--- src/rtl/stream_arb_pkg.sv ---
// Shared helpers for the round-robin stream arbiter: pointer advance,
// index width, and per-input trace characters.
package stream_arb_pkg;

  // Next priority pointer after index ptr has been granted, modulo n.
  function automatic int unsigned rr_next(input int unsigned ptr, input int unsigned n);
    return (ptr + 32'd1 >= n) ? 32'd0 : ptr + 32'd1;
  endfunction

  // Index width for n sources; at least one bit, so n=1 stays legal.
  function automatic int unsigned idx_width(input int unsigned n);
    return (n > 32'd2) ? 32'($clog2(n)) : 32'd1;
  endfunction

  // Trace glyph: '*' granted, '#' valid but stalled, '.' idle.
  function automatic byte trace_char(input logic gnt, input logic val);
    if (gnt) return 8'h2A;
    if (val) return 8'h23;
    return 8'h2E;
  endfunction

endpackage

--- src/rtl/rr_arbiter_core.sv ---
// Combinational round-robin search: first requester at or after i_ptr wins;
// the grant is gated by i_en, while the winner index is always reported.
module rr_arbiter_core
  import stream_arb_pkg::*;
#(
  parameter int unsigned p_num_reqs = 4
) (
  input  logic [p_num_reqs-1:0]                   i_req,
  input  logic [idx_width(p_num_reqs)-1:0]        i_ptr,
  input  logic                                    i_en,
  output logic [p_num_reqs-1:0]                   o_gnt_c,
  output logic [idx_width(p_num_reqs)-1:0]        o_idx_c
);

  localparam int unsigned IDX_W = idx_width(p_num_reqs);

  int unsigned w_pos;
  logic        w_found;

  always_comb begin
    o_gnt_c = '0;
    o_idx_c = '0;
    w_found = 1'b0;
    w_pos   = 32'd0;
    // Walk ptr, ptr+1, ... wrapping at p_num_reqs; first hit wins.
    for (int k = 0; k < int'(p_num_reqs); k++) begin
      w_pos = 32'(i_ptr) + 32'(k);
      if (w_pos >= p_num_reqs) w_pos = w_pos - p_num_reqs;
      if (!w_found && i_req[IDX_W'(w_pos)]) begin
        w_found = 1'b1;
        o_idx_c = IDX_W'(w_pos);
      end
    end
    if (i_en && w_found) o_gnt_c = p_num_reqs'(1) << o_idx_c;
  end

endmodule

--- src/rtl/stream_rr_arbiter.sv ---
// Round-robin merge of p_num_reqs val/rdy streams into one registered stream.
// Optional STREAM_RR_ARBITER_TRACE_EN adds a per-cycle `string trace`.
module stream_rr_arbiter
  import stream_arb_pkg::*;
#(
  parameter type         t_msg      = logic [31:0],
  parameter int unsigned p_num_reqs = 4
) (
  input  logic                                 clk,
  input  logic                                 rst,
  input  t_msg                                 istream_msg [p_num_reqs],
  input  logic [p_num_reqs-1:0]                istream_val,
  output logic [p_num_reqs-1:0]                istream_rdy,
  output t_msg                                 ostream_msg,
  output logic                                 ostream_val,
  input  logic                                 ostream_rdy,
  output logic [idx_width(p_num_reqs)-1:0]     grant_idx
);

  localparam int unsigned IDX_W = idx_width(p_num_reqs);

  t_msg             r_msg;
  logic             r_val;
  logic [IDX_W-1:0] r_idx;
  logic [IDX_W-1:0] r_ptr;

  logic                  w_load_en;
  logic                  w_hs;
  logic [p_num_reqs-1:0] w_gnt;
  logic [IDX_W-1:0]      w_idx;

  // Buffer accepts when empty or draining this cycle; never during reset.
  assign w_load_en = (~r_val | ostream_rdy) & ~rst;

  rr_arbiter_core #(
    .p_num_reqs(p_num_reqs)
  ) u_core (
    .i_req   (istream_val),
    .i_ptr   (r_ptr),
    .i_en    (w_load_en),
    .o_gnt_c (w_gnt),
    .o_idx_c (w_idx)
  );

  assign istream_rdy = w_gnt;
  assign w_hs        = |(istream_val & w_gnt);

  always_ff @(posedge clk or posedge rst) begin
    if (rst) begin
      r_msg <= '0;
      r_val <= 1'b0;
      r_idx <= '0;
      r_ptr <= '0;
    end else if (w_hs) begin
      r_msg <= istream_msg[w_idx];
      r_val <= 1'b1;
      r_idx <= w_idx;
      r_ptr <= IDX_W'(rr_next(32'(w_idx), p_num_reqs));
    end else if (ostream_rdy) begin
      r_val <= 1'b0;
    end
  end

  assign ostream_msg = r_msg;
  assign ostream_val = r_val;
  assign grant_idx   = r_idx;

`ifdef STREAM_RR_ARBITER_TRACE_EN
  string trace;

  // Input glyphs, separator, then the departing message or equal-width blanks.
  always_comb begin
    trace = "";
    for (int i = 0; i < int'(p_num_reqs); i++)
      trace = {trace, $sformatf("%c", trace_char(w_gnt[i], istream_val[i]))};
    trace = {trace, " > "};
    if (r_val && ostream_rdy) begin
      trace = {trace, $sformatf("%x", r_msg)};
    end else begin
      for (int i = 0; i < ($bits(t_msg) + 3) / 4; i++) trace = {trace, " "};
    end
  end
`else
`endif

endmodule

--- config.mk ---
export PLATFORM = sky130hd
export DESIGN_NAME = stream_rr_arbiter
export DESIGN_NICKNAME = d
export VERILOG_FILES = /design/src/rtl/stream_arb_pkg.sv /design/src/rtl/rr_arbiter_core.sv /design/src/rtl/stream_rr_arbiter.sv
export SDC_FILE = /design/constraint.sdc
export NUM_CORES = 1
export LEC_CHECK = 0
export BUFFER_PORTS_ARGS = -buffer_cell sky130_fd_sc_hd__buf_2
export CAP_MARGIN = 10
export CORE_AREA = 2 2 85 87
export CTS_BUF_LIST = sky130_fd_sc_hd__clkbuf_4 sky130_fd_sc_hd__clkbuf_8 sky130_fd_sc_hd__clkbuf_16
export DETAILED_ROUTE_END_ITERATION = 12
export DIE_AREA = 0 0 87 89
export PLACE_DENSITY = 0.84
export SYNTH_ARGS = -nofsm -noshare
export SYNTH_HDL_FRONTEND = slang
export SYNTH_SLANG_ARGS = --single-unit
--- constraint.sdc ---
create_clock -name clk -period 2.34 [get_ports clk]
set_input_delay 0.351 -clock clk [delete_from_list [all_inputs] [get_ports clk]]
set_output_delay 0.351 -clock clk [all_outputs]
set_load 0.02 [all_outputs]
==> results of run 1 <==
==> worst min-delay path, stage by stage <==
cell,delay (ns)
buf_2,0.11
clkinvlp_4,0.07
buf_4,0.41
==> stage by stage <==
stage | setup WS, ns | power [mW] | instances
after floorplan | 0.121 | 2.75 | 356
after global placement | 0.259 | 3.37 | 589
after detailed placement | 0.161 | 3.45 | 589
after CTS | 0.118 | 3.96 | 597
after global routing | 0.00219 | 4.29 | 597
final | 0.186 | 3.91 | 597
==> sequential cells by signal, summed over array words and instances, names as in the netlist <==
register     flops
ostream_msg     32
grant_idx        2
r_ptr            2
ostream_val      1
==> logic make-up (layout without fill, tap and decap cells) <==
group | Yosys count | after routing | share of synthesized area, %
DFF | 37 | 37 | 36.8
adders and majority gates | 1 | 1 | 0.497
AOI/OAI and AO/OA | 44 | 44 | 12.8
muxes | 1 | 1 | 0.448
and+or+nand+nor | 237 | 237 | 42.1
buffers and inverters | 36 | 197 | 7.31
==> metal layers <==
layer | share of wire [%] | global-route usage, % | routed length [um] | up-vias
met1 | 42 | 22.3 | 3010 | 1306
met3 | 6.6 | 3.69 | 478 | 10
met2 | 50 | 34.8 | 3650 | 113
li1 | - | - | - | 1509
met4 | 1.5 | 5.54 | 107 | 0
met5 | 0 | 0 | 0 | -
==> area by class of cell <==
cell class | count | area, um2
sequential | 37 | 926
inverter | 8 | 33.8
tap | 80 | 100
fill | 654 | 3190
timing repair buffer | 181 | 946
clock buffer | 7 | 96.3
multi-input combinational | 283 | 1420
clock inverter | 1 | 5.00
==> report_power, final <==
group          switching, mW  total [mW]  leakage [nW]  internal [mW]
Clock                  0.217       0.483        0.0542          0.266
Sequential             0.168        1.12         0.454          0.947
Combinational           1.42        2.31          1.57          0.894
==> layout by cell type (no fill, tap or decap) <==
master      count
a211o_1         1
a21oi_1         4
a31o_2          1
and3_1         64
buf_12          1
buf_2         173
buf_4           6
buf_8           1
clkbuf_8        7
clkinv_2        1
clkinvlp_4      1
dfrtp_1        37
ha_1            1
inv_1           5
inv_2           2
mux2_2          1
nand2_1       163
nand2b_1        2
nand3_1         1
nor2_1          4
nor3_1          3
o211ai_1        1
o21ai_0         3
o22ai_1         1
o31ai_1        32
o32ai_4         1
==> worst min-delay path by stage <==
stage / startpoint / to / slack (ns) / depth (start not counted)
CTS: rst / ostream_msg[22] / 0.24 / 3
global placement: ostream_msg[29] / ostream_msg[29] / 0.46 / 2
global route: rst / r_ptr[1] / 0.27 / 3
detailed placement: ostream_msg[24] / ostream_msg[24] / 0.46 / 2
finish: rst / ostream_msg[22] / 0.22 / 3
floorplan: rst / grant_idx[0] / 0.31 / 1
==> timing repair <==
item,4_1_cts,5_1_grt
hold buffers,0,0
endpoints found under the setup margin,1,1
resized for setup,1,2
==> results.md, run 1 <==
* Final hold violations at 0
* Fmax at 0.464 GHz
* Synth area leaders: dfrtp_1, nand2_1, and3_1
* Status: complete, no violations
* Crit path to: istream_rdy[2]
* DP HPWL at 5.55 mm
* #FFs+latches synth at 37
* Via Count at a little under 3000
* Largest area contributor in the netlist: dfrtp_1
* Worst setup SP type: register
* Crit path required time at about 2 ns
* Area after DPL at 3420 um2
* Initial antenna violation count at 0
* Root buf cell: clkbuf_8
* Count leader, synth: nand2_1
* Worst reg2reg path endpoint: ostream_msg[8]
* Post-synth top area share at 36.8%
* RSZ-0062 raised after global routing: no
* CORE AREA at 6720 um2
* Post-synthesis async set-or-reset flop share at 100%
* Nets at 652
* Maximum clock path buffer count at 2
* Routed wire per std cell at 12.1 um
* DR DRC count at 0
* Inserted Diodes at 0
* CTS tree: yes
* Post-synth EDFFs at 0
* Yosys warns at 0
* Final Cell Area at ~3500 um2
* CP peak stage delay at roughly 0.46 ns
* Slew Limit Headroom at 68.5%
* Die area at 7740 um2
* Vias in the first global route at 2777
* Crit path from: r_ptr[1]
* GR Util All Layers at 18.9%
* WP data arrival at 1.80 ns
* First-pass GRT wire length at 11.9 mm
* Drt total wl at 7.25 mm
* Synth top cells by count: nand2_1, and3_1, dfrtp_1, o31ai_1, buf_2
* H-tree levels at 2
* Share of post-route cells with drive strength above 1 at 37.7%
* Post-CTS Setup Bufs at 0
* WS Path Type: reg2out
* Area Overhead vs Synth at 40.1%
* Slew @ Worst Pin at approximately 0.47 ns
* Worst-path clk slew at 0.07 ns
* Reg2reg setup slack at roughly 0.27 ns
* Avg Inst Size Synth at 7.07 um2
* R2R depth at 9
* Finish-stage setup viols at 0
* P per Cell Area at 1110 nW/um2
* Gr ovfl total at 0
* DRT antenna net count at 0
* Critical path capture point type: output pin
* Total CTS buffers at 5
* Max FO, Critical Path at 66
* Ports at 174
* Clk_lat worst skew at 0.28 ns
* Syn Std Cell Area at 2520 um2
* Fin util at 52.5%
* Tmin final at about 2.2 ns
* CP Depth at 5
* Sequential area share after synthesis at 36.8%
* Clk_skew at 0.00278 ns
* Post-Synthesis Cells at 356
* DR vias/cell at roughly 5
* Site row count at 30
* Syn_nets at 492
* Initial DRC count at 62
* Die Wd at 87 um
* RR Startpoint: r_ptr[0]
* Pin count of the biggest net entering global routing at 71
* CP top delay family: buffers and inverters
* Slowest CP cell: dfrtp_1
* Die height at 89 um
* Number of max-cap violations at 0
* First-pass DRT Iterations at 4
* Slew Limit Fails at 0
* Initial Util at 37.4%
* Hold_ws at 0.220 ns
* PortBufs at between 150 and 200
* Hold Crit Class: in2async
* Crit-path cells: a21oi_1, o32ai_4, buf_8, nor3_1, buf_2
* Final Cycle Share at 92.0%
* WP buf/inv at 2
* Gpl congestion at between 0.8 and 0.9
* Clock sink count at 37
* Lkg Pwr at 2.08 nW
* Max VDD drop at 0.000454 V
* Setup TNS at 0 ns
* Top FF cell, synth: dfrtp_1
* Unique cell type count in the Yosys netlist at 23
No activity file was read; power rests on OpenSTA's default activity.
==> run 2: changes to the inputs <==
- ABC_AREA: unset -> 1
- CORE_AREA: 2 2 85 87 -> 2 2 91 93
- DIE_AREA: 0 0 87 89 -> 0 0 93 95
- PLACE_DENSITY: 0.84 -> 0.85
==> results.md, run 2 <==
* Final hold violations at 0
* Hold Crit Class: in2async
* Setup WS post-layout at -0.0806 ns
* Tmin final at about 2.4 ns
* Die Wd at 93 um
* Yosys warns at 0
* Number of max-cap violations at 0
* Site row count at 33
* Failing checks: setup timing
* Status: finished, violations left
* Ports at 174
* RR Startpoint: r_ptr[0]
* GR Util All Layers at 22.6%
* Slew Limit Headroom at roughly two fifths
* WL met3 at 783 um
* Main combinational cell family by area after synthesis: simple AND/OR/NAND/NOR gates
* Syn_nets at 692
* Crit path required time at 1.99 ns
* Initial antenna violation count at 0
* Vias in the first global route at 3521
* Max FFs per register at 32
* Avg Inst Size Synth at between 5 and 6 um2
* #FFs+latches synth at 37
* Die area at ~8800 um2
* RSZ-0062 raised after global routing: yes
* Drt total wl at 10.4 mm
* DRT antenna net count at 0
* DR DRC count at 0
* Share of post-route cells with drive strength above 1 at 35.7%
* Power after layout at 9.38 mW
* DR top layer: met4
* H-tree levels at 2
* Initial Util at 40.0%
* Gpl congestion at 0.943
* Count leader, synth: nand2_1
* Slew @ Worst Pin at 0.868 ns
* Routed wire per std cell at 12.3 um
* Post-synthesis async set-or-reset flop share at 100%
* WS Path Type: reg2out
* Met2 WL at ~5.2 mm
* Maximum clock path buffer count at 2
* FILL cells at 803
* Post-synth EDFFs at 0
* First-pass GRT wire length at approximately 16 mm
* Post-Synth Simple-Gate Area at 61.6%
* Initial DRC count at 92
* Die height at 95 um
* First-pass DRT Iterations at 4
* PortBufs at roughly 170
* Hold_ws at around 0.14 ns
* Clk_lat worst skew at 0.29 ns
* Gr ovfl total at 0
* Max FO, Critical Path at 7
* Clock sink count at 37
* Root buf cell: clkbuf_8
* DR vias/cell at 4.69
* Xor-xnor portion of the synthesized cell area at 0%
* CTS tree: yes
* Most frequent cells in the layout: nand2_1, buf_2, dfrtp_1, nand4_1, buf_4
* Inserted Diodes at 0
* Crit path from: r_ptr[0]
* Fmax at 0.413 GHz
* WP data arrival at 2.07 ns
* Total CTS buffers at 5
* P per Cell Area at 2020 nW/um2
* Slew Limit Fails at 0
* Syn Std Cell Area at 3170 um2
* Fin util at 58.6%
* Synth top cells by count: nand2_1, dfrtp_1, nand4_1, clkbuf_1, inv_1
* Critical path capture point type: output pin
* Post-Synthesis Cells at 556
* Adder-Cell Fraction of Synth Area at 0.394%
* Mux contribution to synthesized area at 0%
* Pin count of the biggest net entering global routing at 34
* Final Cycle Share at 103%
* Largest area contributor in the netlist: nand2_1
* Unique cell type count in the Yosys netlist at 22
* Sequential area share after synthesis at a little under 30%
* Commonest non-fill, non-tap cell in the layout: nand2_1
* Cts hold-fix bufs at 0
* Synth area leaders: nand2_1, dfrtp_1, nand4_1
* Worst-path clk slew at 0.08 ns
* Lkg Pwr at ~2.9 nW
* Area Overhead vs Synth at 46.4%
* Max VDD drop at 0.00109 V
* CORE AREA at 7930 um2
* Finish-stage setup viols at 36
* Clk_skew at 0.00779 ns
* M1 wire length at 4.30 mm
* Worst setup SP type: register
* DP HPWL at 7.43 mm
* Top FF cell, synth: dfrtp_1
* Nets at a little under 900
* Via Count at 3976
* Post-synthesis compound-gate area fraction at 0.591%
* Post-synth top area share at ~47%
## run 2: cell types whose count changed after synthesis, sizes merged, moves of 3 or more
cell,previous run,this run
nand2,163,406
nor3,3,0
nand3,1,13
nor2,4,11
o31ai,32,0
and3,64,0
a21oi,4,0
nand4,0,33
inv,8,20
clkbuf,10,13
## run 2: final cells by class
class,instances,area (um2),area share [%]
repair inverters,1,7.51,0.162
flip-flops and latches,37,928,20.0
inverters,20,85.1,1.83
repair buffers,209,1270,27.4
multi-input cells,467,2130,45.9
clock buffers,5,68.8,1.48
well taps,105,131,2.83
clock inverters,3,17.5,0.377
## run 2: cells by family after synthesis
| kind of cell | count (synthesis) |
|---|---|
| AND/OR/NAND/NOR | 463 |
| flip-flops | 37 |
| buffers and inverters | 52 |
| adder cells (fa/ha/maj) | 1 |
| AO/OA/AOI/OAI | 3 |
## run 2: worst max-delay path, cell delays in order (launching register included)
cell and delay [ns]:
dfrtp_2 0.49, buf_6 0.16, nand2_2 0.09, nand3_2 0.11, nand2_2 0.10, inv_2 0.07
nand3_4 0.12, inv_2 0.07, nor2_8 0.14, ha_4 0.14, inv_2 0.04, nor2_4 0.13
buf_6 0.13
## run 2: timing repair
action / CTS / global route
gates cloned: 1 / 3
resized for setup: 33 / 15
pin swaps: 11 / 12
endpoints found under the setup margin: 39 / 39
buffers inserted: 12 / 0
## run 2: worst paths after layout
kind | endpoint | slack, ns | depth (start not counted)
min reg2reg | ostream_msg[24] | 0.48 | 2
min | ostream_msg[6] | 0.14 | 2
max reg2reg | ostream_msg[17] | -0.06 | 19
max | istream_rdy[3] | -0.08 | 12
min in group clk | ostream_val | 0.24 | 2
max in group asynchronous | ostream_msg[17] | 1.55 | 3
## run 2: per-layer routing
| metal | vias up | GRT usage (%) |
|---|---|---|
| li1 | 2080 | - |
| met1 | 1739 | 26.3 |
| met2 | 150 | 42.6 |
| met3 | 7 | 4.63 |
| met4 | 0 | 5.51 |
| met5 | - | 0 |
## run 2: where the power goes
group	internal (mW)	switching, mW
combinational	3.01	4.75
sequential	0.989	0.195
clock	0.206	0.234
total	4.20	5.18
## run 2: through the flow
stage          area, um2  setup WS, ns  TNS, ns  instances
2_1_floorplan       3200       0.00121        0        556
3_3_place_gp        4240        0.0234        0        825
3_5_place_dp        4240       -0.0579    -1.37        825
4_1_cts             4530       -0.0572   -0.772        844
5_1_grt             4650        -0.157    -5.43        847
6_report            4650       -0.0806    -1.26        847
==> run 3: changes to the inputs <==
- BUFFER_PORTS_ARGS: -buffer_cell sky130_fd_sc_hd__buf_2 -> unset
- CORE_AREA: 2 2 91 93 -> 2 2 77 79
- DIE_AREA: 0 0 93 95 -> 0 0 79 81
- DONT_BUFFER_PORTS: unset -> 1
- PLACE_DENSITY: 0.85 -> 0.84
==> results.md, run 3 (synthesized netlist as in run 2, its figures left out) <==
* Finish-stage setup viols at 40
* Via Count at 3673
* GR Util All Layers at 27.9%
* Share of post-route cells with drive strength above 1 at 25.9%
* DR DRC count at 0
* Final hold violations at 0
* WP data arrival at ~2.1 ns
* Max FO, Critical Path at 6
* Maximum clock path buffer count at 2
* Failing checks: setup timing
* Setup WS post-layout at -0.133 ns
* Dpl ws at -0.112 ns
* Routed wire per std cell at 16.3 um
* Multi-input gate area at 2360 um2
* Slew Limit Headroom at 72.3%
* Drt total wl at ~11 mm
* DP HPWL at ~6.5 mm
* Die height at 81 um
* Area Overhead vs Synth at 30.0%
* First-pass DRT Iterations at 5
* Die area at 6400 um2
* Vias in the first global route at 3163
* Commonest non-fill, non-tap cell in the layout: nand2_1
* Gr ovfl total at 0
* Initial Util at 55.9%
* Die Wd at about 79 um
* Clk_skew at 0.00405 ns
* Clock sink count at 37
* Critical path capture point type: output pin
* Initial DRC count at between 200 and 300
* Most frequent cells in the layout: nand2_1, nand2_2, dfrtp_1, nand4_1, nand2_4
* Pin count of the biggest net entering global routing at 38
* Clk_lat worst skew at 0.29 ns
* Total CTS buffers at 5
* Initial antenna violation count at 0
* Slew @ Worst Pin at between 0.4 and 0.5 ns
* CTS tree: yes
* FILL cells at around 440
* Register area at around 930 um2
* H-tree levels at 2
* Crit path required time at 1.99 ns
* RSZ-0062 raised after global routing: yes
* WS Path Type: reg2out
* Root buf cell: clkbuf_8
* Nets at 711
* Worst setup SP type: register
* Slew Limit Fails at 0
* Tmin final at 2.47 ns
* CORE AREA at roughly 5700 um2
* Final Cycle Share at 106%
* Site row count at 28
* Gpl congestion at ~0.89
* Worst-path clk slew at roughly 0.070 ns
* PortBufs at 0
* Status: finished, violations left
* Inserted Diodes at 0
* DRT antenna net count at 0
* Max FFs per register at 32
* Ports at 174
* DR vias/cell at 5.64
* Hold Crit Class: in2reg
* Number of max-cap violations at 0
* First-pass GRT wire length at 14.3 mm
* Fmax at ~0.40 GHz
-- run 3: worst max-delay path, cell delays in order (launching register included) --
cell and delay (ns):
dfrtp_2 0.47, clkinvlp_4 0.15, nand2_1 0.08, nand2_1 0.13, nor2_2 0.19, nor2_2 0.07, nand3_4 0.12, nand2_4 0.08
nor2_8 0.13, ha_4 0.14, inv_2 0.04, nor2_4 0.09, buf_6 0.13
-- run 3: cell type report --
cell class / instances / area share [%]
Multi-Input combinational cell: 467 / 57.1
Sequential cell: 37 / 22.5
Timing Repair Buffer: 43 / 13.3
Clock buffer: 7 / 2.33
Tap cell: 75 / 2.27
Inverter: 20 / 2.18
Timing Repair inverter: 1 / 0.182
Clock inverter: 1 / 0.121
-- run 3: metal layers --
layer	share of wire [%]	track usage (%)	wire, um	up-vias
met4	3.0	7.59	318	0
li1	-	-	-	1752
met5	0	0	0	-
met1	38	32.5	4010	1672
met3	9.7	7.67	1030	31
met2	49	50.5	5230	218
-- run 3: stage by stage --
stage,area (um2),util (%),hold slack [ns],cells,TNS [ns]
floorplan,3200,-,0.447,556,0
global placement,3300,58.2,0.241,618,0
detailed placement,3300,58.2,0.251,618,-3.39
CTS,3510,61.9,0.152,630,-0.169
global route,4130,72.7,0.144,651,-7.19
finish,4130,72.7,0.164,651,-3.21
-- run 3: what timing repair did --
action	4_1_cts	5_1_grt
hold buffers	1	0
gates cloned	0	8
pin swaps	9	35
gates resized for setup	25	96
endpoints found under the setup margin	40	40
hold endpoints to repair	10	0
buffers inserted	3	13
-- run 3: path summary, 6_finish.rpt --
path / start / slack, ns / end / depth (start not counted)
min: ostream_rdy / 0.16 / ostream_val / 1
min reg2reg: r_ptr[1] / 0.62 / r_ptr[1] / 2
min in group asynchronous: rst / 0.50 / ostream_msg[4] / 2
max: r_ptr[0] / -0.13 / istream_rdy[3] / 12
max in group asynchronous: rst / 1.10 / r_ptr[1] / 3
max reg2reg: r_ptr[0] / -0.11 / ostream_msg[30] / 19
Power of run 3 is left out: the tool's default activity adds up to more than one toggle a clock period on the data nets, which glitch-free logic cannot reach.
